### config.mk
export PLATFORM = sky130hd
export DESIGN_NAME = gpio_port
export DESIGN_NICKNAME = d
export VERILOG_FILES = /design/src/rtl/gpio_port.sv
export SDC_FILE = /design/constraint.sdc
export NUM_CORES = 1
export LEC_CHECK = 0
export BUFFER_PORTS_ARGS = -buffer_cell sky130_fd_sc_hd__buf_2
export CAP_MARGIN = 40
export CORE_UTILIZATION = 45
export DETAILED_ROUTE_END_ITERATION = 6
export SLEW_MARGIN = 25
export SYNTH_ARGS = -nofsm -noshare
export SYNTH_HDL_FRONTEND = slang
export SYNTH_SLANG_ARGS = --single-unit
### constraint.sdc
create_clock -name clk -period 2.98 [get_ports clk]
set_clock_uncertainty 0.2 [all_clocks]
set_input_delay 0.149 -clock clk [delete_from_list [all_inputs] [get_ports clk]]
set_output_delay 0.149 -clock clk [all_outputs]
set_load 0.005 [all_outputs]
### src/rtl/gpio_port.sv
// gpio_port: parametrised GPIO block on the minx CPU register bus.
//
// Each pin has an input synchroniser, a debounce filter and rising/falling
// edge detection that feeds a write-1-to-clear pending register. The pending
// bits are OR-reduced into a registered, level-sensitive irq.
//
// Register map (offset from BASE_ADDR):
//   +0 DIR      1 = pin is an output
//   +1 DATA     write: output latch; read: latch on outputs, debounced input on inputs
//   +2 RISE_EN  rising-edge interrupt enable
//   +3 FALL_EN  falling-edge interrupt enable
//   +4 PEND     pending edges, write 1 to clear
//
// Ports:
//   clk, reset          system clock, asynchronous active-low reset
//   clk_ce              clock enable for everything except the synchroniser
//   bus_write/bus_read  CPU strobes (reads are combinational, bus_read unused)
//   bus_address_in      24-bit register address
//   bus_data_in/out     write data / read data (0 when not addressed)
//   pin_in              raw asynchronous pad inputs
//   pin_out, pin_oe     output data and output enable to the pads
//   irq                 level interrupt request

// ---------------------------------------------------------------------------
// gpio_pin: one pin's input path (synchroniser, debounce, edge detect, pend).
// ---------------------------------------------------------------------------
module gpio_pin #(
    parameter int SYNC_STAGES = 2,
    parameter int DEBOUNCE    = 4
) (
    input  logic clk,
    input  logic reset,
    input  logic clk_ce,
    input  logic pin_in,
    input  logic dir,
    input  logic rise_en,
    input  logic fall_en,
    input  logic w1c,
    output logic deb,
    output logic pend
);
    logic [SYNC_STAGES-1:0] sync_pipe;
    logic                   sync_q;
    logic                   prev_q;
    logic                   rise;
    logic                   fall;

    // Synchroniser runs every clk so metastability settling does not depend
    // on how often clk_ce fires.
    always_ff @(posedge clk or negedge reset) begin
        if (!reset) sync_pipe <= '0;
        else        sync_pipe <= {sync_pipe[SYNC_STAGES-2:0], pin_in};
    end

    assign sync_q = sync_pipe[SYNC_STAGES-1];

    generate
        if (DEBOUNCE == 0) begin : g_bypass
            assign deb = sync_q;
        end else begin : g_deb
            logic [7:0] cnt_q;
            logic       deb_q;

            // Counter measures how many consecutive ticks the synchronised
            // input has disagreed with the debounced value. The DEBOUNCE-th
            // consecutive disagreeing tick accepts the new level.
            always_ff @(posedge clk or negedge reset) begin
                if (!reset) begin
                    cnt_q <= '0;
                    deb_q <= 1'b0;
                end else if (clk_ce) begin
                    if (sync_q == deb_q) begin
                        cnt_q <= '0;
                    end else if (cnt_q == 8'(DEBOUNCE - 1)) begin
                        deb_q <= sync_q;
                        cnt_q <= '0;
                    end else begin
                        cnt_q <= cnt_q + 8'd1;
                    end
                end
            end

            assign deb = deb_q;
        end
    endgenerate

    // prev tracks deb on every tick regardless of direction, so turning an
    // output back into an input never produces a stale edge.
    assign rise = deb & ~prev_q & ~dir;
    assign fall = ~deb & prev_q & ~dir;

    // An edge on the same tick as a W1C of this bit keeps the bit set.
    always_ff @(posedge clk or negedge reset) begin
        if (!reset) begin
            prev_q <= 1'b0;
            pend   <= 1'b0;
        end else if (clk_ce) begin
            prev_q <= deb;
            pend   <= (pend & ~w1c) | (rise & rise_en) | (fall & fall_en);
        end
    end
endmodule

// ---------------------------------------------------------------------------
// gpio_port: register file, bus decode and the pin array.
// ---------------------------------------------------------------------------
module gpio_port #(
    parameter int          PINS        = 8,
    parameter logic [23:0] BASE_ADDR   = 24'h2060,
    parameter int          SYNC_STAGES = 2,
    parameter int          DEBOUNCE    = 4
) (
    input  logic            clk,
    input  logic            reset,
    input  logic            clk_ce,
    input  logic            bus_write,
    input  logic            bus_read,
    input  logic [23:0]     bus_address_in,
    input  logic [7:0]      bus_data_in,
    output logic [7:0]      bus_data_out,
    input  logic [PINS-1:0] pin_in,
    output logic [PINS-1:0] pin_out,
    output logic [PINS-1:0] pin_oe,
    output logic            irq
);
    localparam logic [2:0] OFF_DIR  = 3'd0;
    localparam logic [2:0] OFF_DATA = 3'd1;
    localparam logic [2:0] OFF_REN  = 3'd2;
    localparam logic [2:0] OFF_FEN  = 3'd3;
    localparam logic [2:0] OFF_PEND = 3'd4;

    typedef struct packed {
        logic       hit;   // address within BASE_ADDR..BASE_ADDR+4
        logic       wr;    // qualified write: hit, strobe and clock enable
        logic [2:0] off;   // register offset
        logic [7:0] data;
    } bus_req_t;

    bus_req_t        req;
    logic [23:0]     off_full;
    logic [PINS-1:0] dir_q;
    logic [PINS-1:0] data_q;
    logic [PINS-1:0] ren_q;
    logic [PINS-1:0] fen_q;
    logic [PINS-1:0] w1c;
    logic [PINS-1:0] deb;
    logic [PINS-1:0] pend;
    logic [PINS-1:0] rd_val;
    logic            irq_q;
    logic            unused_bits;

    // Unsigned subtraction wraps addresses below BASE_ADDR to large values,
    // so a single compare covers both ends of the window.
    assign off_full = bus_address_in - BASE_ADDR;
    assign req.hit  = off_full < 24'd5;
    assign req.off  = off_full[2:0];
    assign req.wr   = clk_ce & bus_write & req.hit;
    assign req.data = bus_data_in;

    // Reads are combinational, so the read strobe and the write-data bits
    // above PINS have no function here.
    assign unused_bits = &{1'b0, bus_read, req};

    always_ff @(posedge clk or negedge reset) begin
        if (!reset) begin
            dir_q  <= '0;
            data_q <= '0;
            ren_q  <= '0;
            fen_q  <= '0;
        end else if (req.wr) begin
            case (req.off)
                OFF_DIR:  dir_q  <= req.data[PINS-1:0];
                OFF_DATA: data_q <= req.data[PINS-1:0];
                OFF_REN:  ren_q  <= req.data[PINS-1:0];
                OFF_FEN:  fen_q  <= req.data[PINS-1:0];
                default:  ;
            endcase
        end
    end

    assign w1c = (req.wr && req.off == OFF_PEND) ? req.data[PINS-1:0] : '0;

    gpio_pin #(
        .SYNC_STAGES (SYNC_STAGES),
        .DEBOUNCE    (DEBOUNCE)
    ) u_pin [PINS-1:0] (
        .clk     (clk),
        .reset   (reset),
        .clk_ce  (clk_ce),
        .pin_in  (pin_in),
        .dir     (dir_q),
        .rise_en (ren_q),
        .fall_en (fen_q),
        .w1c     (w1c),
        .deb     (deb),
        .pend    (pend)
    );

    always_ff @(posedge clk or negedge reset) begin
        if (!reset)      irq_q <= 1'b0;
        else if (clk_ce) irq_q <= |pend;
    end

    always_comb begin
        rd_val = '0;
        case (req.off)
            OFF_DIR:  rd_val = dir_q;
            OFF_DATA: rd_val = (dir_q & data_q) | (~dir_q & deb);
            OFF_REN:  rd_val = ren_q;
            OFF_FEN:  rd_val = fen_q;
            OFF_PEND: rd_val = pend;
            default:  rd_val = '0;
        endcase
        bus_data_out = '0;
        if (req.hit) bus_data_out[PINS-1:0] = rd_val;
    end

    assign pin_out = data_q;
    assign pin_oe  = dir_q;
    assign irq     = irq_q;
endmodule

**Word level (Yosys, flattened, before mapping)**

Cells that the tools add are included.

- Add/sub/neg operators: 9
- Equal/unequal tests: 20
- Multiplexer cells: 19
- Order comparisons: 1
- Bitwise logic cells: 118
- Reductions and logical operators: 15

Operator list:

| kind | count |
|---|---|
| 8-bit two-way mux | 18 |
| 8-bit by 1-bit adder with 8-bit output (second input constant) | 8 |
| 8-bit by 2-bit equality test with 1-bit output (second input constant) | 8 |
| 1-bit bitwise AND | 58 |
| 1-bit NOT | 40 |
| 8-bit one-hot mux with 5 select lines | 1 |
| 24-bit by 3-bit less-than comparator with 1-bit output (second input constant) | 1 |
| 3-bit AND reduction | 8 |
| 24-bit by 14-bit subtractor with 24-bit output (second input constant) | 1 |
| 8-bit bitwise AND | 2 |
| 1-bit bitwise OR | 16 |
| 1-bit equality test | 8 |
| 8-bit NOT | 1 |
| 8-bit bitwise OR | 1 |
| 2-bit AND reduction | 4 |
| 8-bit OR reduction | 1 |
| 3-bit by 2-bit equality test with 1-bit output (second input constant) | 2 |
| 3-bit by 1-bit equality test with 1-bit output (second input constant) | 1 |
| 3-bit equality test (second input constant) | 1 |
| 3-bit logical NOT | 1 |
| 1-bit logical AND | 1 |

- Register bits after elaboration: 137
- Output and inout port bits: 25

**Longest topological paths before layout**

Gate-level depths: netlist (run 1).

- Depth after elaboration: 9
- Mapped depth: 8
- Mapped depth without buffers: 7

**Cells and area by module**

From an unflattened synthesis (run 1), not the netlist that was laid out.

- Cell total of the unflattened synthesis: 705
- Area, all modules: 7477.2 sq um

By module, submodules not included:

| module | area an instance (sq um) | cells each | times used | seq. area each (sq um) |
|---|---|---|---|---|
| gpio_pin | 655.6 | 62 | 8 | 325.3 |
| gpio_port | 2232.1 | 209 | 1 | 825.8 |

**Worst setup path after synthesis (run 1)**

Ideal clock, no wire load.

- Kind: input-to-reg
- Start point: in bus_address_in[5]
- End point: reg ren_q[0]
- Arrival time: 2.450 ns
- Slack: 0.205 ns
- Stages: 7
- Required time: 2.655 ns
- Buffers on the path: 0
- Cells stage by stage: ha_1 > nor4b_2 > nand4b_4 > a2111oi_4 > nand4_4 > nor4_4 > mux2_4

- Word-level cells in the longest chain between the ends: 4

RTL lines:

| what | RTL line | RTL |
|---|---|---|
| from (decl) | 118 | `input logic [23:0] bus_address_in,` |
| 24-bit by 14-bit subtractor with 24-bit output | 154 | `assign off_full = bus_address_in - BASE_ADDR;` |
| 24-bit by 3-bit less-than comparator with 1-bit output | 155 | `assign req.hit = off_full < 24'd5;` |
| 1-bit bitwise AND | 157 | `assign req.wr = clk_ce & bus_write & req.hit;` |
| 2-bit AND reduction (no source line) | -- |  |
| to (signal assigned) | 174 | `OFF_REN: ren_q <= req.data[PINS-1:0];` |
| to (decl) | 143 | `logic [PINS-1:0] ren_q;` |

Every way passes these cells.
A chain may end at the register's enable or synchronous reset.

**Worst setup path after layout (run 1)**

- Start point: in bus_address_in[5]
- End point: out bus_data_out[7]

- Word-level cells in the longest chain between the ends: 3

RTL lines:

| what | RTL line | RTL |
|---|---|---|
| 24-bit by 14-bit subtractor with 24-bit output | 154 |  |
| 24-bit by 3-bit less-than comparator with 1-bit output | 155 |  |
| 8-bit two-way mux | 215 | `if (req.hit) bus_data_out[PINS-1:0] = rd_val;` |
| to (decl) | 120 | `output logic [7:0] bus_data_out,` |

Every way passes these cells.

==> results of run 1 <==
[state kept, by name (all words and copies together) (netlist names)]
| register | count |
|---|---|
| u_pin.g_deb.cnt_q | 64 |
| u_pin.sync_pipe | 16 |
| fen_q | 8 |
| pin_oe | 8 |
| pin_out | 8 |
| ren_q | 8 |
| u_pin.deb | 8 |
| u_pin.pend | 8 |
| u_pin.prev_q | 8 |
| irq | 1 |
[power by group through the flow]
stage | sequential, uW | combinational [uW] | clock, uW
6_report | 2350 | 865 | 1870
5_1_grt | 2390 | 990 | 2010
3_5_place_dp | 2370 | 849 | 0
4_1_cts | 2350 | 871 | 1920
2_1_floorplan | 2310 | 637 | 0
3_3_place_gp | 2360 | 819 | 0
[final cells by class]
class / count / area share
Clock inverter: 8 / 0.005428
Timing Repair Buffer: 103 / 0.07936
Tap cell: 211 / 0.03095
Multi-Input combinational cell: 514 / 0.4188
Sequential cell: 137 / 0.4019
Inverter: 16 / 0.007041
Clock buffer: 24 / 0.05648
[critical path, cell delays in order]
cell,delay [ns]
buf_2,0.12
ha_1,0.24
nor4_1,0.37
a21oi_1,0.14
xor2_1,0.18
nand4_2,0.33
nor4_2,0.33
buf_4,0.24
nor2b_1,0.16
buf_2,0.12
[through the flow]
step                      area [um2]  std cells  power, uW  hold slack (ns)
after floorplan                 7202        699       2942          -0.3466
after global placement          7826        964       3183         0.006397
after detailed placement        7826        964       3224          0.01457
after CTS                       8524       1013       5138          0.06141
after global routing            8529       1013       5387          0.08874
final                           8529       1013       5079          0.06439
[kinds of logic (layout without fill, tap and decap cells)]
kind of cell,after synthesis,in the layout,share of synthesized area
buf+inv,48,151,0.02954
simple gates,258,258,0.2010
flops,137,137,0.4760
xor+xnor,28,28,0.03405
fa+ha+maj,9,9,0.01564
compound gates,150,150,0.1352
mux,69,69,0.1086
[layout by cell type, fill, tap and decap left out, drive strengths merged, types with 2 or more instances in the layout]
cell / netlist / routed
dfrtp: 137 / 137
buf: 15 / 86
o21ai: 61 / 61
nand2: 60 / 60
mux2: 49 / 49
nor2: 46 / 46
nand3: 34 / 34
xor2: 25 / 25
clkbuf: 17 / 24
a31oi: 21 / 21
mux2i: 20 / 20
o2bb2ai: 20 / 20
nor2b: 18 / 18
nor3: 17 / 17
dlygate4sd3: 0 / 17
nand4: 17 / 17
inv: 16 / 16
and3: 15 / 15
nand2b: 14 / 14
a21oi: 13 / 13
nor4: 11 / 11
ha: 9 / 9
or3: 8 / 8
o22a: 7 / 7
clkinv: 0 / 7
o22ai: 6 / 6
nor4b: 6 / 6
o31ai: 6 / 6
a211oi: 5 / 5
o41ai: 4 / 4
and2: 3 / 3
or4: 3 / 3
xnor2: 3 / 3
o2111ai: 2 / 2
[layer usage]
metal | vias up | track usage | wire [um]
li1 | 2750 | - | -
met1 | 2827 | 0.2759 | 7513
met2 | 122 | 0.3405 | 7590
met3 | 19 | 0.03077 | 479
met4 | 0 | 0.08858 | 176
met5 | - | 0 | 0
[timing repair]
| action | 4_1_cts | 5_1_grt |
|---|---|---|
| setup buffers | 0 | 0 |
| endpoints found under the hold margin | 115 | 0 |
| hold buffers | 17 | 0 |
| setup endpoints to repair | 0 | 6 |
| gates resized for setup | 0 | 1 |
[final timing paths]
path | endpoint | slack [ns] | cells past startpoint
max | bus_data_out[7] | 0.24 | 10
min | u_pin[2].g_deb.cnt_q[5] | 0.06 | 4
max reg2reg | u_pin[7].g_deb.cnt_q[5] | 0.74 | 6
min reg2reg | u_pin[7].sync_pipe[1] | 0.15 | 0
max in group asynchronous | u_pin[1].pend | 1.75 | 3
min in group asynchronous | u_pin[5].g_deb.cnt_q[3] | 0.13 | 2
==> key figures, run 1 <==
STA
  • Max-slew violation count: 0
  • Relative slew slack: 0.5514
  • Worst Max-Slew Pin Slew: approximately 0.67 ns
  • Crit share post-route: 0.9193
  • Setup TNS: 0 ns
  • Crit path time final: 2.740 ns
  • Final Hold Fails: 0
  • Max Clk Rate: about 370 MHz
  • Final Setup Violations: 0
  • Setup ws final: 0.2405 ns
  • RSZ-0062 raised after global routing: no

Synth
  • Count leader, synth: dfrtp_1
  • Syn Std Cell Area: slightly above 7000 um2
  • Synth Instances: 699
  • Asr flop ratio synth: 1.000
  • Synth Net Count: 753
  • Synth Flop Type: dfrtp_1
  • Top post-synthesis cells by area: dfrtp_1, mux2_2, o21ai_0
  • Post-synth top area share: 0.4760
  • Synth top cells by count: dfrtp_1, nand2_1, o21ai_0, nor2_1, mux2_2
  • Synth Register Bits: 137
  • Post-synth EDFFs: 0
  • Avg Cell Area, Syn: 10.30 um2
  • Synth cell types: between 50 and 60
  • Register area share after synthesis: 0.4760
  • Post-synth top area cell: dfrtp_1
  • Synth Warn #: 0

Final layout
  • Final nets: 843
  • Area delta synth->final: 18.43%
  • Fill cells: 1379
  • FF+latch area: 3428 um2
  • Final Util: 0.5529
  • Multi-input gate area: 3572 um2
  • Share of cells above drive strength 1: 0.2269
  • Number of diodes: 0

Job
  • Max Cap Viol: 0

Global route
  • Vias in the first global route: roughly 5600
  • Tot GR Track Use: 0.2080
  • Overflow after GRT: 0
  • Largest net degree at the start of global routing: between 70 and 80
  • First-pass GRT wire length: approximately 27000 um
  • Initial antenna violation count: 0

Power
  • Leakage: 0.003792 uW
  • Net switching power: between 1000 and 1500 uW
  • PD cells: around 600 nW/um2
  • Net Sw Frac: 0.2917
  • Sequential Power Share: 0.462
  • Clk pwr share: 0.368
  • Internal power: approximately 3600 uW
  • Combinational share of power: 0.170
  • Max rail drop VDD: between 400 and 500 uV

Floorplan
  • Core Area: around 15000 um2
  • DIE HEIGHT: between 100 and 150 um
  • I/O Pins: 70
  • Row count: 45
  • Die width: 128.5 um
  • Die footprint: about 17000 um2
  • Starting density of the core: 0.4668

Setup path
  • Setup crit start kind: input pin
  • Reg2reg start: u_pin[7].g_deb.cnt_q[4]
  • Crit-path max FO: 16
  • Crit path required time: approximately 2.6 ns
  • Capturing element type of the critical path: primary output
  • Worst setup path startpoint: bus_address_in[5]
  • WS Path Type: in2out
  • Worst EP arrival: between 2 and 2.5 ns

Clock tree
  • Clk root buf: clkbuf_16
  • Clock Pin Slew Worst Setup and Hold Paths: approximately 0.060 ns
  • CTS tree: done
  • H-tree levels: 4
  • Num CTS Buffers: 17
  • Clock Path Buffers: 2
  • Sink Count: between 100 and 150
  • Clk_lat worst skew: 0.41 ns

Worst hold path
  • Hold WC Path Type: in2reg
  • Hold path start: clk_ce

Routing
  • DR pass1 iterations: 4
  • Routed via count: roughly 5700
  • Total Wirelength: ~16000 um
  • Via density: ~5.6
  • Drt drc: 0
  • Post-route ant nets: 0
  • Post-DR wirelength/cell: 15.56 um
  • Detailed Route Iter0 Violations: ~340

Placement
  • PortBufs: just under 70
  • GPL Wtd Cong: roughly 0.8
  • Post-place setup slack: between 0.003 and 0.004 ns
  • Final HPWL from detailed placement: between 10000 and 15000 um

Status
  • Status: completed
No activity file was read; power rests on OpenSTA's default activity.
==> inputs of run 2 (changes only) <==
--- a/config.mk
+++ b/config.mk
@@ -7,7 +7,9 @@
 export LEC_CHECK = 0
 export BUFFER_PORTS_ARGS = -buffer_cell sky130_fd_sc_hd__buf_2
 export CAP_MARGIN = 40
+export CORE_ASPECT_RATIO = 1.2
 export CORE_UTILIZATION = 45
+export CTS_BUF_LIST = sky130_fd_sc_hd__clkbuf_4 sky130_fd_sc_hd__clkbuf_8
 export DETAILED_ROUTE_END_ITERATION = 6
 export SLEW_MARGIN = 25
 export SYNTH_ARGS = -nofsm -noshare
==> key figures, run 2 (synthesis results as in run 1) <==
Final layout
  • Final nets: 840 (-0.36%)
  • Most frequent cells in the layout: dfrtp_1, buf_2, nand2_1, o21ai_0, nor2_1
  • Largest Register: u_pin.g_deb.cnt_q
  • Commonest non-fill, non-tap cell in the layout: dfrtp_1
  • Number of diodes: 0 (unchanged)
  • Largest regs: u_pin.g_deb.cnt_q x64, u_pin.sync_pipe x16
  • Max reg flops: 64 (unchanged)
  • Share of cells above drive strength 1: 0.2278 (+0.0008521)
  • Area delta synth->final: 16.24%
  • Post-Layout Inst Area: 8372 um2 (-1.8%)

Setup path
  • Capturing element type of the critical path: primary output
  • Worst EP arrival: 2.53 ns (+0.14 ns)
  • WS Path Type: in2out
  • CP peak stage delay: 0.48 ns (+0.11 ns)
  • Crit path required time: 2.63 ns (about the same)
  • CP dominant cell by count: buf_2
  • Critical-path top delay cell: or3_1
  • Setup crit start kind: input pin
  • Crit path buf inv count: 3 (unchanged)
  • Crit-path max FO: 16 (unchanged)
  • Worst-path cell chain: buf_2, ha_1, or3_1, o31ai_2, mux2i_1, o2111ai_1, nor4_2, buf_4, nor2b_1, buf_2
  • Family with the most delay on the worst path: simple AND/OR/NAND/NOR gates

Routing
  • Routed via count: 5696 (-0.38%)
  • Total Wirelength: 15950 um (+1.2%)
  • Detailed Route Iter0 Violations: 316 (-6.0%)
  • DR pass1 iterations: 5 (+1)
  • Post-DR wirelength/cell: 15.84 um (+1.8%)
  • Post-route ant nets: 0 (unchanged)
  • Via density: 5.656 (+0.21%)
  • Drt drc: 0 (unchanged)

Power
  • Leakage: 0.003707 uW (-2.3%)
  • Max rail drop VDD: 265.2 uV (-42%)
  • Sequential Power Share: 0.499 (+0.037)
  • Combinational share of power: 0.185 (+0.015)
  • Net switching power: 1522 uW (+2.7%)
  • PD cells: 560.5 nW/um2 (-5.9%)
  • Final total power: 4692 uW (-7.6%)
  • Clk pwr share: 0.316 (-0.052)
  • Net Sw Frac: 0.3243 (+0.03263)
  • Internal power: 3171 uW (-12%)

STA
  • Final Hold Fails: 0 (unchanged)
  • Worst Max-Slew Pin Slew: 0.7259 ns (+0.05296 ns)
  • Crit path time final: 2.877 ns (+0.1378 ns)
  • RSZ-0062 raised after global routing: no
  • Crit share post-route: 0.9655 (+0.04623)
  • Max Clk Rate: 347.5 MHz (-4.8%)
  • Max-slew violation count: 0 (unchanged)
  • Relative slew slack: 0.5161 (-0.03530)
  • Final Setup Violations: 0 (unchanged)
  • Setup ws final: 0.1027 ns (-0.1378 ns)
  • Setup TNS: 0 ns (unchanged)

Placement
  • Placed Area: 7805 um2 (-0.27%)
  • GPL Wtd Cong: 0.8492 (+6.2%)
  • Post-place setup slack: 0.04215 ns (+0.03852 ns)
  • Final HPWL from detailed placement: 10910 um (+1.2%)
  • PortBufs: 68 (unchanged)

Floorplan
  • Row count: 50 (+11%)
  • DIE HEIGHT: 140.6 um (+9.4%)
  • Core Area: 15640 um2 (+1.4%)
  • Starting density of the core: 0.4605 (-0.006349)
  • I/O Pins: 70 (unchanged)
  • Die width: 117.5 um (-8.6%)
  • Die footprint: 16520 um2 (about the same)

Worst hold path
  • Hold WC Path Type: in2async

Global route
  • Largest net degree at the start of global routing: 78 (+4.0%)
  • Initial antenna violation count: 0 (unchanged)
  • Vias in the first global route: 5695 (+1.7%)
  • First-pass GRT wire length: 27430 um (+1.3%)
  • Overflow after GRT: 0 (unchanged)
  • Tot GR Track Use: 0.2068 (-0.001195)

Clock tree
  • Sink Count: 137 (unchanged)
  • Clk_lat worst skew: 0.45 ns (+0.04 ns)
  • Post-CTS Repair Setup Buffers: 0 (unchanged)
  • CTS tree: done
  • Num CTS Buffers: 17 (unchanged)
  • Clk root buf: clkbuf_8
  • Clock Pin Slew Worst Setup and Hold Paths: 0.08 ns (+0.02 ns)
  • H-tree levels: 4 (unchanged)
  • Clock Path Buffers: 2 (unchanged)

Status
  • Status: completed

Job
  • Max Cap Viol: 0 (unchanged)
[run 2: cell types whose count changed in the layout (fill, tap and decap cells not counted), moves of 4 or more]
cell	previous run	this run
clkbuf_16	17	0
clkbuf_8	3	18
inv_6	0	7
buf_4	16	11
clkbuf_1	4	0
clkinv_2	6	2
[run 2: area by class of cell]
class                      instances  area (um2)
clock buffer                      18       247.7
clock inverter                    14       133.9
fill                            1473        7268
inverter                          16       60.06
multi-input combinational        514        3572
sequential                       137        3428
tap                              208       260.3
timing repair buffer             100       669.4
[run 2: path summary, 6_finish.rpt]
check | cells after the start | startpoint | end | slack [ns]
hold / removal | 2 | reset | u_pin[7].sync_pipe[0] | 0.09
setup / recovery | 10 | bus_address_in[5] | bus_data_out[7] | 0.10
min in group clk | 2 | pin_in[0] | u_pin[0].sync_pipe[0] | 0.13
setup reg to reg | 6 | u_pin[7].g_deb.cnt_q[4] | u_pin[7].g_deb.cnt_q[5] | 0.76
hold reg to reg | 0 | u_pin[6].sync_pipe[0] | u_pin[6].sync_pipe[1] | 0.16
max in group asynchronous | 3 | reset | u_pin[6].sync_pipe[0] | 1.73
[run 2: worst register-to-register path: cells and delay by family (launching register included)]
kind            cells  cell delay [ns]
flops               1             0.42
simple gates        4             1.25
compound gates      2             0.23
[run 2: per-layer routing]
metal  track usage  vias up  part of all wire
met5             0        -                 0
met4       0.06748        0             0.015
met3       0.04207       23             0.038
met2        0.3510      132              0.48
met1        0.2648     2803              0.46
li1              -     2738                 -
[run 2: repair_timing]
item,4_1_cts,5_1_grt
endpoints found under the setup margin,0,6
hold buffers,18,0
endpoints found under the hold margin,128,0
resized for setup,0,1
[run 2: power by group through the flow]
stage | clock network, uW | logic (uW) | registers (uW)
floorplan | 0 | 637 | 2310
global placement | 0 | 824 | 2360
detailed placement | 0 | 851 | 2380
CTS | 1540 | 874 | 2340
global route | 1620 | 997 | 2380
finish | 1480 | 868 | 2340
[run 2: stage by stage]
step | util | cells | hold WS [ns]
5_1_grt | 0.5353 | 1007 | 0.1152
2_1_floorplan | - | 699 | -0.3466
3_3_place_gp | 0.4990 | 957 | 0.03951
4_1_cts | 0.5350 | 1007 | 0.09665
3_5_place_dp | 0.4990 | 957 | 0.04137
6_report | 0.5353 | 1007 | 0.09128
